File: config.mk
export PLATFORM = sky130hd
export DESIGN_NAME = direct_param_writer
export DESIGN_NICKNAME = d
export VERILOG_FILES = /design/src/rtl/direct_param_writer.sv
export SDC_FILE = /design/constraint.sdc
export NUM_CORES = 1
export LEC_CHECK = 0
export CORE_AREA = 2 2 130 132
export DETAILED_ROUTE_END_ITERATION = 10
export DIE_AREA = 0 0 132 134
export PLACE_DENSITY = 0.91
export SYNTH_ARGS = -nofsm -noshare
export SYNTH_HDL_FRONTEND = slang
export SYNTH_SLANG_ARGS = --single-unit
File: constraint.sdc
create_clock -name clk -period 3.5 [get_ports clk]
set_input_delay 0.525 -clock clk [delete_from_list [all_inputs] [get_ports clk]]
set_output_delay 0.525 -clock clk [all_outputs]
set_load 0.03 [all_outputs]
File: src/rtl/direct_param_writer.sv
// direct_param_writer: byte-stream command front end for the DDS direct-mode
// parameter path. Frames are HEADER, CMD, optional 12-byte payload, CSUM.
// LOAD commits three 32-bit words with a param_wen pulse; ENABLE and DISABLE
// drive the direct_en level. Every output is a register.
module direct_param_writer #(
  parameter logic [7:0]  HEADER         = 8'hA5,
  parameter logic [31:0] TIMEOUT_CYCLES = 32'd120000
) (
  input  logic        clk,
  input  logic        rstn,
  input  logic [7:0]  rx_data,
  input  logic        rx_valid,
  output logic        rx_ready,
  output logic        param_wen,
  output logic [31:0] direct_fword,
  output logic [31:0] direct_pword,
  output logic [31:0] direct_amp,
  output logic        direct_en,
  output logic        frame_ok,
  output logic        err_csum,
  output logic        err_cmd,
  output logic        err_timeout
);

  localparam logic [2:0] S_IDLE    = 3'd0;
  localparam logic [2:0] S_CMD     = 3'd1;
  localparam logic [2:0] S_PAYLOAD = 3'd2;
  localparam logic [2:0] S_CHECK   = 3'd3;
  localparam logic [2:0] S_COMMIT  = 3'd4;

  localparam logic [7:0] CMD_LOAD    = 8'h01;
  localparam logic [7:0] CMD_ENABLE  = 8'h02;
  localparam logic [7:0] CMD_DISABLE = 8'h03;

  localparam logic [3:0] LAST_PAYLOAD = 4'd11;

  // Running checksum step: CSUM is the XOR of CMD and every payload byte.
  function automatic logic [7:0] csum_step(input logic [7:0] acc, input logic [7:0] b);
    return acc ^ b;
  endfunction

  logic [2:0]  state;
  logic [3:0]  byte_cnt;
  logic [31:0] tcnt;
  logic [7:0]  csum;
  logic [7:0]  cmd;
  logic [95:0] shadow;

  logic        accept_s;
  logic        in_frame_s;
  logic        tmo_hit_s;

  // Byte handshake and the inter-byte timeout condition (a byte in the limit cycle wins).
  always_comb begin
    accept_s   = rx_valid && rx_ready;
    in_frame_s = (state == S_CMD) || (state == S_PAYLOAD) || (state == S_CHECK);
    if (in_frame_s && !accept_s && (tcnt == TIMEOUT_CYCLES - 32'd1)) begin
      tmo_hit_s = 1'b1;
    end else begin
      tmo_hit_s = 1'b0;
    end
  end

  // Frame FSM, payload assembly, output words and one-cycle status pulses.
  always_ff @(posedge clk) begin
    if (!rstn) begin
      state        <= S_IDLE;
      byte_cnt     <= 4'd0;
      tcnt         <= 32'd0;
      csum         <= 8'd0;
      cmd          <= 8'd0;
      shadow       <= 96'd0;
      rx_ready     <= 1'b0;
      param_wen    <= 1'b0;
      direct_fword <= 32'd0;
      direct_pword <= 32'd0;
      direct_amp   <= 32'd0;
      direct_en    <= 1'b0;
      frame_ok     <= 1'b0;
      err_csum     <= 1'b0;
      err_cmd      <= 1'b0;
      err_timeout  <= 1'b0;
    end else begin
      // Pulses last one cycle; the port is closed only while in COMMIT.
      param_wen   <= 1'b0;
      frame_ok    <= 1'b0;
      err_csum    <= 1'b0;
      err_cmd     <= 1'b0;
      err_timeout <= 1'b0;
      rx_ready    <= 1'b1;

      case (state)
        S_IDLE: begin
          tcnt <= 32'd0;
          if (accept_s && (rx_data == HEADER)) begin
            state <= S_CMD;
            csum  <= 8'd0;
          end
        end

        S_CMD: begin
          if (accept_s) begin
            tcnt <= 32'd0;
            case (rx_data)
              CMD_LOAD: begin
                csum     <= rx_data;
                cmd      <= rx_data;
                byte_cnt <= 4'd0;
                state    <= S_PAYLOAD;
              end
              CMD_ENABLE, CMD_DISABLE: begin
                csum  <= rx_data;
                cmd   <= rx_data;
                state <= S_CHECK;
              end
              default: begin
                err_cmd <= 1'b1;
                state   <= S_IDLE;
              end
            endcase
          end else if (tmo_hit_s) begin
            err_timeout <= 1'b1;
            tcnt        <= 32'd0;
            state       <= S_IDLE;
          end else begin
            tcnt <= tcnt + 32'd1;
          end
        end

        S_PAYLOAD: begin
          if (accept_s) begin
            tcnt   <= 32'd0;
            shadow <= {shadow[87:0], rx_data};
            csum   <= csum_step(csum, rx_data);
            if (byte_cnt == LAST_PAYLOAD) begin
              byte_cnt <= 4'd0;
              state    <= S_CHECK;
            end else begin
              byte_cnt <= byte_cnt + 4'd1;
            end
          end else if (tmo_hit_s) begin
            err_timeout <= 1'b1;
            tcnt        <= 32'd0;
            state       <= S_IDLE;
          end else begin
            tcnt <= tcnt + 32'd1;
          end
        end

        S_CHECK: begin
          if (accept_s) begin
            tcnt <= 32'd0;
            if (rx_data == csum) begin
              // Outputs change on this edge so they are visible in the COMMIT cycle.
              state    <= S_COMMIT;
              rx_ready <= 1'b0;
              frame_ok <= 1'b1;
              case (cmd)
                CMD_LOAD: begin
                  direct_fword <= shadow[95:64];
                  direct_pword <= shadow[63:32];
                  direct_amp   <= shadow[31:0];
                  param_wen    <= 1'b1;
                end
                CMD_ENABLE:  direct_en <= 1'b1;
                CMD_DISABLE: direct_en <= 1'b0;
                default:     direct_en <= direct_en;
              endcase
            end else begin
              err_csum <= 1'b1;
              state    <= S_IDLE;
            end
          end else if (tmo_hit_s) begin
            err_timeout <= 1'b1;
            tcnt        <= 32'd0;
            state       <= S_IDLE;
          end else begin
            tcnt <= tcnt + 32'd1;
          end
        end

        S_COMMIT: begin
          tcnt  <= 32'd0;
          state <= S_IDLE;
        end

        default: begin
          tcnt  <= 32'd0;
          state <= S_IDLE;
        end
      endcase
    end
  end

endmodule

After elaboration in Yosys (flattened, before gate mapping)
Cells that the tools add are included.
{ "word_totals": {"reg_bits": 254, "inputBits": 11, "output_inout_bits": 103, "word_cells": 94} }
{ "classes": {"add_sub_neg": 2, "eq_ne": 19, "n_mux": 28, "bitwise": 3, "reduce_logical": 26} }
{ "op_table": {"columns": ["op", "n"], "rows": [
  ["$add 32x1->32 const B", 1],
  ["$eq 32x17->1 const B", 1],
  ["$eq 8x2->1 const B", 4],
  ["$mux 8", 4],
  ["$pmux 8 s3", 1],
  ["$mux 3", 7],
  ["$eq 8x1->1 const B", 2],
  ["$mux 4", 4],
  ["$reduce_and 4->1", 4],
  ["$pmux 3 s4", 1],
  ["$reduce_and 3->1", 3],
  ["$reduce_or 3->1", 3],
  ["$eq 8x8->1", 1],
  ["$eq 8x8->1 const B", 1],
  ["$mux 1", 8],
  ["$ne 2x2->1 const B", 4],
  ["$pmux 4 s2", 1],
  ["$xor 8x8->8", 1],
  ["$eq 3x2->1 const B", 2],
  ["$reduce_and 5->1", 1],
  ["$add 4x1->4 const B", 1],
  ["$eq 4x4->1 const B", 1],
  ["$logic_and 1x1->1", 4],
  ["$pmux 2 s2", 1],
  ["other kinds (13)", 17]
]} }

Depth between registers and ports, before layout
Gate-level depths: netlist (run 1).
{ "logic_depth": {"word_depth": 9, "depth_mapped": 9} }

Least setup slack after synthesis (run 1)
OpenSTA, ideal clock, no wires.
{ "synth_path": {"kind": "input-to-reg", "from": "in rx_data[3]", "to": "reg byte_cnt[2]", "setup_time_ns": 0.129, "arrival_ns": 1.884, "path_slack_ns": 1.487, "cell_stages": 5, "path_buffers": 0, "cell_sequence": "or3_4 -> or4_4 -> o21a_1 -> o211ai_2 -> o41ai_1"} }
{ "synth_via": {"elab_chain_cells": 3} }
{ "synth_rtl": {"columns": ["item", "line", "text"], "rows": [
  ["start, declared", "11", "input logic [7:0] rx_data,"],
  ["$eq 8x1->1", "104", "case (rx_data)"],
  ["$ne 2x1->1 (no line)", null, null],
  ["$reduce_and 4->1 (no line)", null, null],
  ["end signal, assigned", "139", "byte_cnt <= byte_cnt + 4'd1;"],
  ["end, declared", "43", "logic [3:0] byte_cnt;"]
]} }
Every way passes these cells.
A chain may end at the register's enable or synchronous reset.

Final worst setup path (run 1)
{ "layout_path": {"from": "reg state[2]", "to": "reg shadow[8]"} }
{ "layout_via": {"elab_chain_cells": 2} }
{ "layout_rtl": {"columns": ["item", "line", "text"], "rows": [
  ["start, declared", "42", "logic [2:0] state;"],
  ["start signal, assigned", "67", "state <= S_IDLE;"],
  ["start signal, assigned", "96", "state <= S_CMD;"],
  ["start signal, assigned", "109", "state <= S_PAYLOAD;"],
  ["$eq 3x2->1", "92", "case (state)"],
  ["$reduce_and 2->1 (no line)", null, null],
  ["end signal, assigned", "133", "shadow <= {shadow[87:0], rx_data};"],
  ["end, declared", "47", "logic [95:0] shadow;"]
]} }
Every way passes these cells.

==> results.json, run 1 <==
{
  "antenna_found_initial": 0,
  "synth_flop_cell": "dfxtp_1",
  "p_leak_nw": 3.732,
  "yosys.area.top_type_share": 0.5362,
  "yosysSeqAreaShare": 0.5362,
  "insertion_delay_ns": 0.54,
  "dp_hpwl_um": 14040,
  "grt_pass1_vias": 7772,
  "synth_fp_nets": 1190,
  "rows": 47,
  "holdPathEnd": "direct_amp[25]",
  "post_cts_buffers": 0,
  "num_antenna_cells": 0,
  "yosys_warnings": 0,
  "crit_family": "simple AND/OR/NAND/NOR gates",
  "vias": 8315,
  "overflow": 0,
  "final_max_slew_viol_count": 0,
  "tightestPinTransition_ns": 0.8539,
  "hold_path_depth": 2,
  "avgRoutedWirePerCell_um": 15.52,
  "routed_wl_um": 23100,
  "ys_top_cells_by_area": "dfxtp_1 54%, nand2_1 16%, a21oi_1 11%",
  "crit_chain": "or3b_1 > or2_4 > buf_4 > nand2_1 > a21oi_1",
  "crit_buf_inv": 1,
  "synth_top_area_cell": "dfxtp_1",
  "syn_area_per_cell_um2": 8.057,
  "slew_headroom": 0.4308,
  "io_pins": 114,
  "critPathLaunchType": "flop",
  "max_stage_delay_ns": 0.64,
  "die_y_um": 134,
  "grt_pass1_wl_um": 37610,
  "cp_slowest_cell": "or3b_1",
  "setup_viol": 0,
  "finalClockSkew_ns": 0.01951,
  "gp_congestion": 0.8577,
  "ys_seq_elements": 254,
  "clock_sinks": 254,
  "vdd_drop_max_uv": 434.7,
  "rsz0062_at_grt": "false",
  "async_flop_share": 0,
  "power.total_w": 0.005862,
  "crit_required_ns": 3.96,
  "cp-end-kind": "flop",
  "root_buffer": "clkbuf_16",
  "clockBufferDepth": 3,
  "core_area_um2": 16290,
  "clkTransAtPathRegs_ns": 0.06,
  "crit_arrival_ns": 2.94,
  "reg2reg_slack_ns": 1.01,
  "r2r_start": "state[2]",
  "outcome": "complete, no violations",
  "worstSetupPathType": "flop to flop",
  "avgViaCountPerCell": 5.584,
  "fin_util": 0.7127,
  "syn-cell-area_um2": 9483,
  "grt_util_all_layers": 0.2538,
  "nNetsFinal": 1264,
  "cap_viol_max_count": 0,
  "h-tree-depth": 1,
  "antenna_left": 0,
  "drcViolationCount": 0,
  "fillCellCount": 1162,
  "synthToLayoutAreaGrowth_pct": 22.42,
  "worstHoldPathType": "flop to flop",
  "cp_max_fo": 37,
  "timing.fmax_mhz": 402.3,
  "cts_tree": "yes",
  "io_buffers": 113,
  "fin_crit_ns": 2.486,
  "cts_resized": 0,
  "finalHoldViolCount": 0,
  "drt_iter0_drc": 660,
  "initial_core_util": 0.5821,
  "ys_types": 56,
  "r2r_end": "shadow[8]",
  "rr_worst_depth": 5,
  "fin_setup_tns_ns": 0,
  "cts_made_buffers": 25,
  "first_pass_iters": 5,
  "grt_max_degree": 203,
  "hold_start": "direct_amp[25]",
  "fp.dieArea_um2": 17690,
  "cts_hold_buf": 0,
  "power.density_nw_per_um2": 505.0,
  "synth_edf_count": 0,
  "fp.dieW_um": 132,
  "layout-drive-gt1-share": 0.05201,
  "post-route-period-util": 0.7102,
  "synth_cells": 1177
}
state kept, by name, summed over array words and instances, names as in the netlist, 3 cells and up:
| signal | count |
|---|---|
| state | 3 |
| direct_pword | 32 |
| byte_cnt | 4 |
| csum | 8 |
| direct_fword | 32 |
| tcnt | 32 |
| direct_amp | 32 |
| cmd | 8 |
| shadow | 96 |
logic make-up after synthesis:
kind of cell	count (synthesis)	synth area share
AND/OR/NAND/NOR	560	0.2529
flip-flops	254	0.5362
AO/OA/AOI/OAI	243	0.1378
buffers and inverters	82	0.03694
XOR/XNOR	35	0.03233
adder cells (fa/ha/maj)	2	0.002638
multiplexers	1	0.001187
placed cells by master, fill, tap and decap left out, types with 3 or more instances in the layout:
master	instances
nand2_1	401
xnor2_1	20
xor2_1	15
inv_1	5
buf_4	6
or3_1	5
nor2_1	55
nand4_1	15
buf_12	4
clkbuf_8	3
clkbuf_16	25
nor3_1	4
clkbuf_1	5
and4_1	5
and2_1	9
clkinv_2	4
nor4_1	9
clkdlybuf4s50_1	113
bufinv_16	5
and3_1	8
nand3_1	23
a21oi_1	201
o21ai_0	18
o211ai_1	8
dfxtp_1	254
tightest hold or removal path: stages, from the launching register on:
cell	delay, ns
dfxtp_1	0.31
nand2_1	0.05
a21oi_1	0.05
layout make-up:
class                           count  area (um2)  area share
Multi-Input combinational cell    841        4073      0.3508
Tap cell                          220       275.3     0.02371
Clock inverter                     12       206.4     0.01778
Sequential cell                   254        5085      0.4380
Inverter                            6       27.53    0.002371
Timing Repair Buffer              123        1256      0.1082
Clock buffer                       33       685.7     0.05906
worst max path at each step:
| stage | start | end | slack (ns) | cells past startpoint |
|---|---|---|---|---|
| after detailed placement | rx_data[0] | direct_amp[2] | 0.78 | 7 |
| after global placement | rx_data[0] | direct_amp[2] | 0.83 | 7 |
| final | state[2] | shadow[8] | 1.01 | 5 |
| after floorplan | rx_data[3] | byte_cnt[2] | 1.49 | 5 |
| after CTS | state[2] | shadow[16] | 1.06 | 5 |
| after global routing | state[2] | shadow[16] | 0.85 | 5 |
metrics by stage:
step	hold WS (ns)	std cells	area (um2)	worst slack [ns]
after global routing	0.4671	1489	11610	0.8496
final	0.4509	1489	11610	1.014
after global placement	0.4387	1444	10720	0.8328
after detailed placement	0.4435	1444	10720	0.7802
after CTS	0.4513	1489	11610	1.057
after floorplan	0.4297	1177	9483	1.487
power breakdown:
group / internal [W] / switching [W]
Sequential: 0.00289 / 0.00000123
Clock: 0.00176 / 0.00113
Combinational: 0.0000224 / 0.0000636
Total: 0.00467 / 0.00119
cells in the mapped netlist, drive strengths merged (5+ instances only):
cell type	instances
and2	9
inv	6
dfxtp	254
nand4	15
o21ai	20
xnor2	20
buf	26
xor2	15
or3	6
nand2	402
nor2	56
nand3	24
a21oi	201
o211ai	9
nor3	5
nor4	10
clkbuf	50
and3	9
and4	5
metal layers:
layer,wire length (um),global-route usage,up-vias
met5,0,0,-
met4,531,0.08756,0
met3,1488,0.04422,49
met2,11520,0.4485,276
met1,9558,0.3138,3933
li1,-,-,4057
Power figures use the tool's default switching activity.
==> run 2, diff against run 1 <==
--- a/config.mk
+++ b/config.mk
@@ -5,10 +5,10 @@
 export SDC_FILE = /design/constraint.sdc
 export NUM_CORES = 1
 export LEC_CHECK = 0
-export CORE_AREA = 2 2 130 132
+export CORE_AREA = 2 2 135 137
 export DETAILED_ROUTE_END_ITERATION = 10
-export DIE_AREA = 0 0 132 134
-export PLACE_DENSITY = 0.91
+export DIE_AREA = 0 0 137 139
+export PLACE_DENSITY = 0.86
 export SYNTH_ARGS = -nofsm -noshare
 export SYNTH_HDL_FRONTEND = slang
 export SYNTH_SLANG_ARGS = --single-unit
==> constraint.sdc (replaced) <==
create_clock -name clk -period 2.5 [get_ports clk]
set_input_delay 0.375 -clock clk [delete_from_list [all_inputs] [get_ports clk]]
set_output_delay 0.375 -clock clk [all_outputs]
set_load 0.03 [all_outputs]
==> results.json, run 2 (synthesis results as in run 1) <==
{
  "gp_congestion": 0.8642,
  "final_common_cell": "nand2_1",
  "largest_reg_flops": 96,
  "core_area_um2": 17660,
  "vias": 8290,
  "crit_arrival_ns": 2.57,
  "grt_util_all_layers": 0.2320,
  "post-route-period-util": 0.8526,
  "crit_cells": 5,
  "final_cell_mix": "401 x nand2_1, 254 x dfxtp_1, 201 x a21oi_1",
  "p_switching_w": 0.001653,
  "overflow": 0,
  "clkTransAtPathRegs_ns": 0.06,
  "grt_pass1_wl_um": 37100,
  "setup_viol": 0,
  "worstSetupPathType": "flop to flop",
  "synthToLayoutAreaGrowth_pct": 23.93,
  "crit_family": "simple AND/OR/NAND/NOR gates",
  "p_leak_nw": 3.825,
  "clockPowerShare": 0.473,
  "rr_worst_depth": 5,
  "io_buffers": 113,
  "rows": 49,
  "crit_buf_inv": 1,
  "slew_headroom": 0.5253,
  "cp_slowest_cell": "or3b_1",
  "h-tree-depth": 1,
  "final_cells": 1516,
  "power.density_nw_per_um2": 674.6,
  "clockBufferDepth": 3,
  "avgRoutedWirePerCell_um": 14.78,
  "intPower_w": 0.006275,
  "final_max_slew_viol_count": 0,
  "crit_required_ns": 2.93,
  "fp.dieArea_um2": 19040,
  "sw_frac_of_total": 0.2084,
  "max_stage_delay_ns": 0.62,
  "initial_core_util": 0.5371,
  "outcome": "complete, no violations",
  "regMostFlops": "shadow",
  "fin_crit_ns": 2.131,
  "avgViaCountPerCell": 5.468,
  "antenna_found_initial": 0,
  "first_pass_iters": 5,
  "routed_wl_um": 22410,
  "holdWs_ns": 0.4495,
  "io_pins": 114,
  "dp_hpwl_um": 14220,
  "grt_pass1_vias": 7701,
  "root_buffer": "clkbuf_16",
  "cts_tree": "yes",
  "finalHoldViolCount": 0,
  "vdd_drop_max_uv": 546.2,
  "antenna_left": 0,
  "post-place-ws_ns": 0.007983,
  "rsz0062_at_grt": "false",
  "seqPwrFrac": 0.511,
  "crit_chain": "or3b_1 > or2_4 > buf_12 > nand2_1 > a21oi_1",
  "drcViolationCount": 0,
  "cp-end-kind": "flop",
  "comb_power_share": 0.016,
  "fp.dieW_um": 137,
  "fin_util": 0.6656,
  "fin_setup_tns_ns": 0,
  "worstHoldPathType": "flop to flop",
  "cts_hold_buf": 0,
  "tightestPinTransition_ns": 0.7120,
  "grt_max_degree": 160,
  "setup_ws_ns": 0.3686,
  "finalClockSkew_ns": 0.01817,
  "nNetsFinal": 1282,
  "cts_made_buffers": 26,
  "cp_max_fo": 96,
  "cap_viol_max_count": 0,
  "cts_resized": 0,
  "die_y_um": 139,
  "insertion_delay_ns": 0.53,
  "timing.fmax_mhz": 469.2,
  "num_antenna_cells": 0,
  "drt_iter0_drc": 641,
  "layout-drive-gt1-share": 0.06838,
  "critPathLaunchType": "flop",
  "place_inst": 1470,
  "hold_path_depth": 2,
  "clock_sinks": 254,
  "post_cts_buffers": 0
}
## run 2: changes by cell type in the layout (fill, tap and decap cells not counted), sizes merged
| cell | before | now |
|---|---|---|
| buf | 10 | 27 |
| bufinv | 5 | 1 |
| clkinv | 5 | 9 |
| clkinvlp | 1 | 2 |
## run 2: per-stage QoR
stage          power [W]  instance area (um2)
6_report        0.007928                11750
5_1_grt         0.008144                11750
4_1_cts         0.007985                11750
3_5_place_dp    0.004266                10910
3_3_place_gp    0.004266                10910
2_1_floorplan   0.004211                 9483
## run 2: worst min-delay path, stage by stage, from the launching register on
cell and delay [ns]:
dfxtp_1 0.31, nand2_1 0.05, a21oi_1 0.05
## run 2: cell type report
type | instances | area (um2)
clock buffer | 33 | 737.0
inverter | 6 | 27.53
fill | 1417 | 5904
multi-input combinational | 841 | 4073
sequential | 254 | 5085
timing repair buffer | 140 | 1434
clock inverter | 13 | 110.1
tap | 229 | 286.5
## run 2: worst paths after layout
kind	startpoint	to	slack, ns
max	state[2]	shadow[81]	0.37
min	direct_amp[0]	direct_amp[0]	0.45
max reg2reg	state[2]	shadow[81]	0.37
min reg2reg	direct_amp[0]	direct_amp[0]	0.45
## run 2: power by group through the flow
stage | logic (W) | clock network [W] | registers [W]
floorplan | 0.0000704 | 0 | 0.00414
global placement | 0.000127 | 0 | 0.00414
detailed placement | 0.000127 | 0 | 0.00414
CTS | 0.000127 | 0.00381 | 0.00405
global route | 0.000139 | 0.00396 | 0.00405
finish | 0.000129 | 0.00375 | 0.00405
## run 2: routing by layer
layer | vias up | GRT usage | wire, um
met5 | - | 0 | 0
li1 | 4085 | - | -
met3 | 39 | 0.03363 | 1345
met4 | 0 | 0.06891 | 520
met2 | 275 | 0.3841 | 10820
met1 | 3891 | 0.3134 | 9726
==> run 3, diff against run 2 <==
--- a/config.mk
+++ b/config.mk
@@ -9,6 +9,7 @@
 export DETAILED_ROUTE_END_ITERATION = 10
 export DIE_AREA = 0 0 137 139
 export PLACE_DENSITY = 0.86
+export SLEW_MARGIN = 20
 export SYNTH_ARGS = -nofsm -noshare
 export SYNTH_HDL_FRONTEND = slang
 export SYNTH_SLANG_ARGS = --single-unit
==> results of run 3 <==
Same layout as run 2: the final DEF is identical, and so are final timing and power.
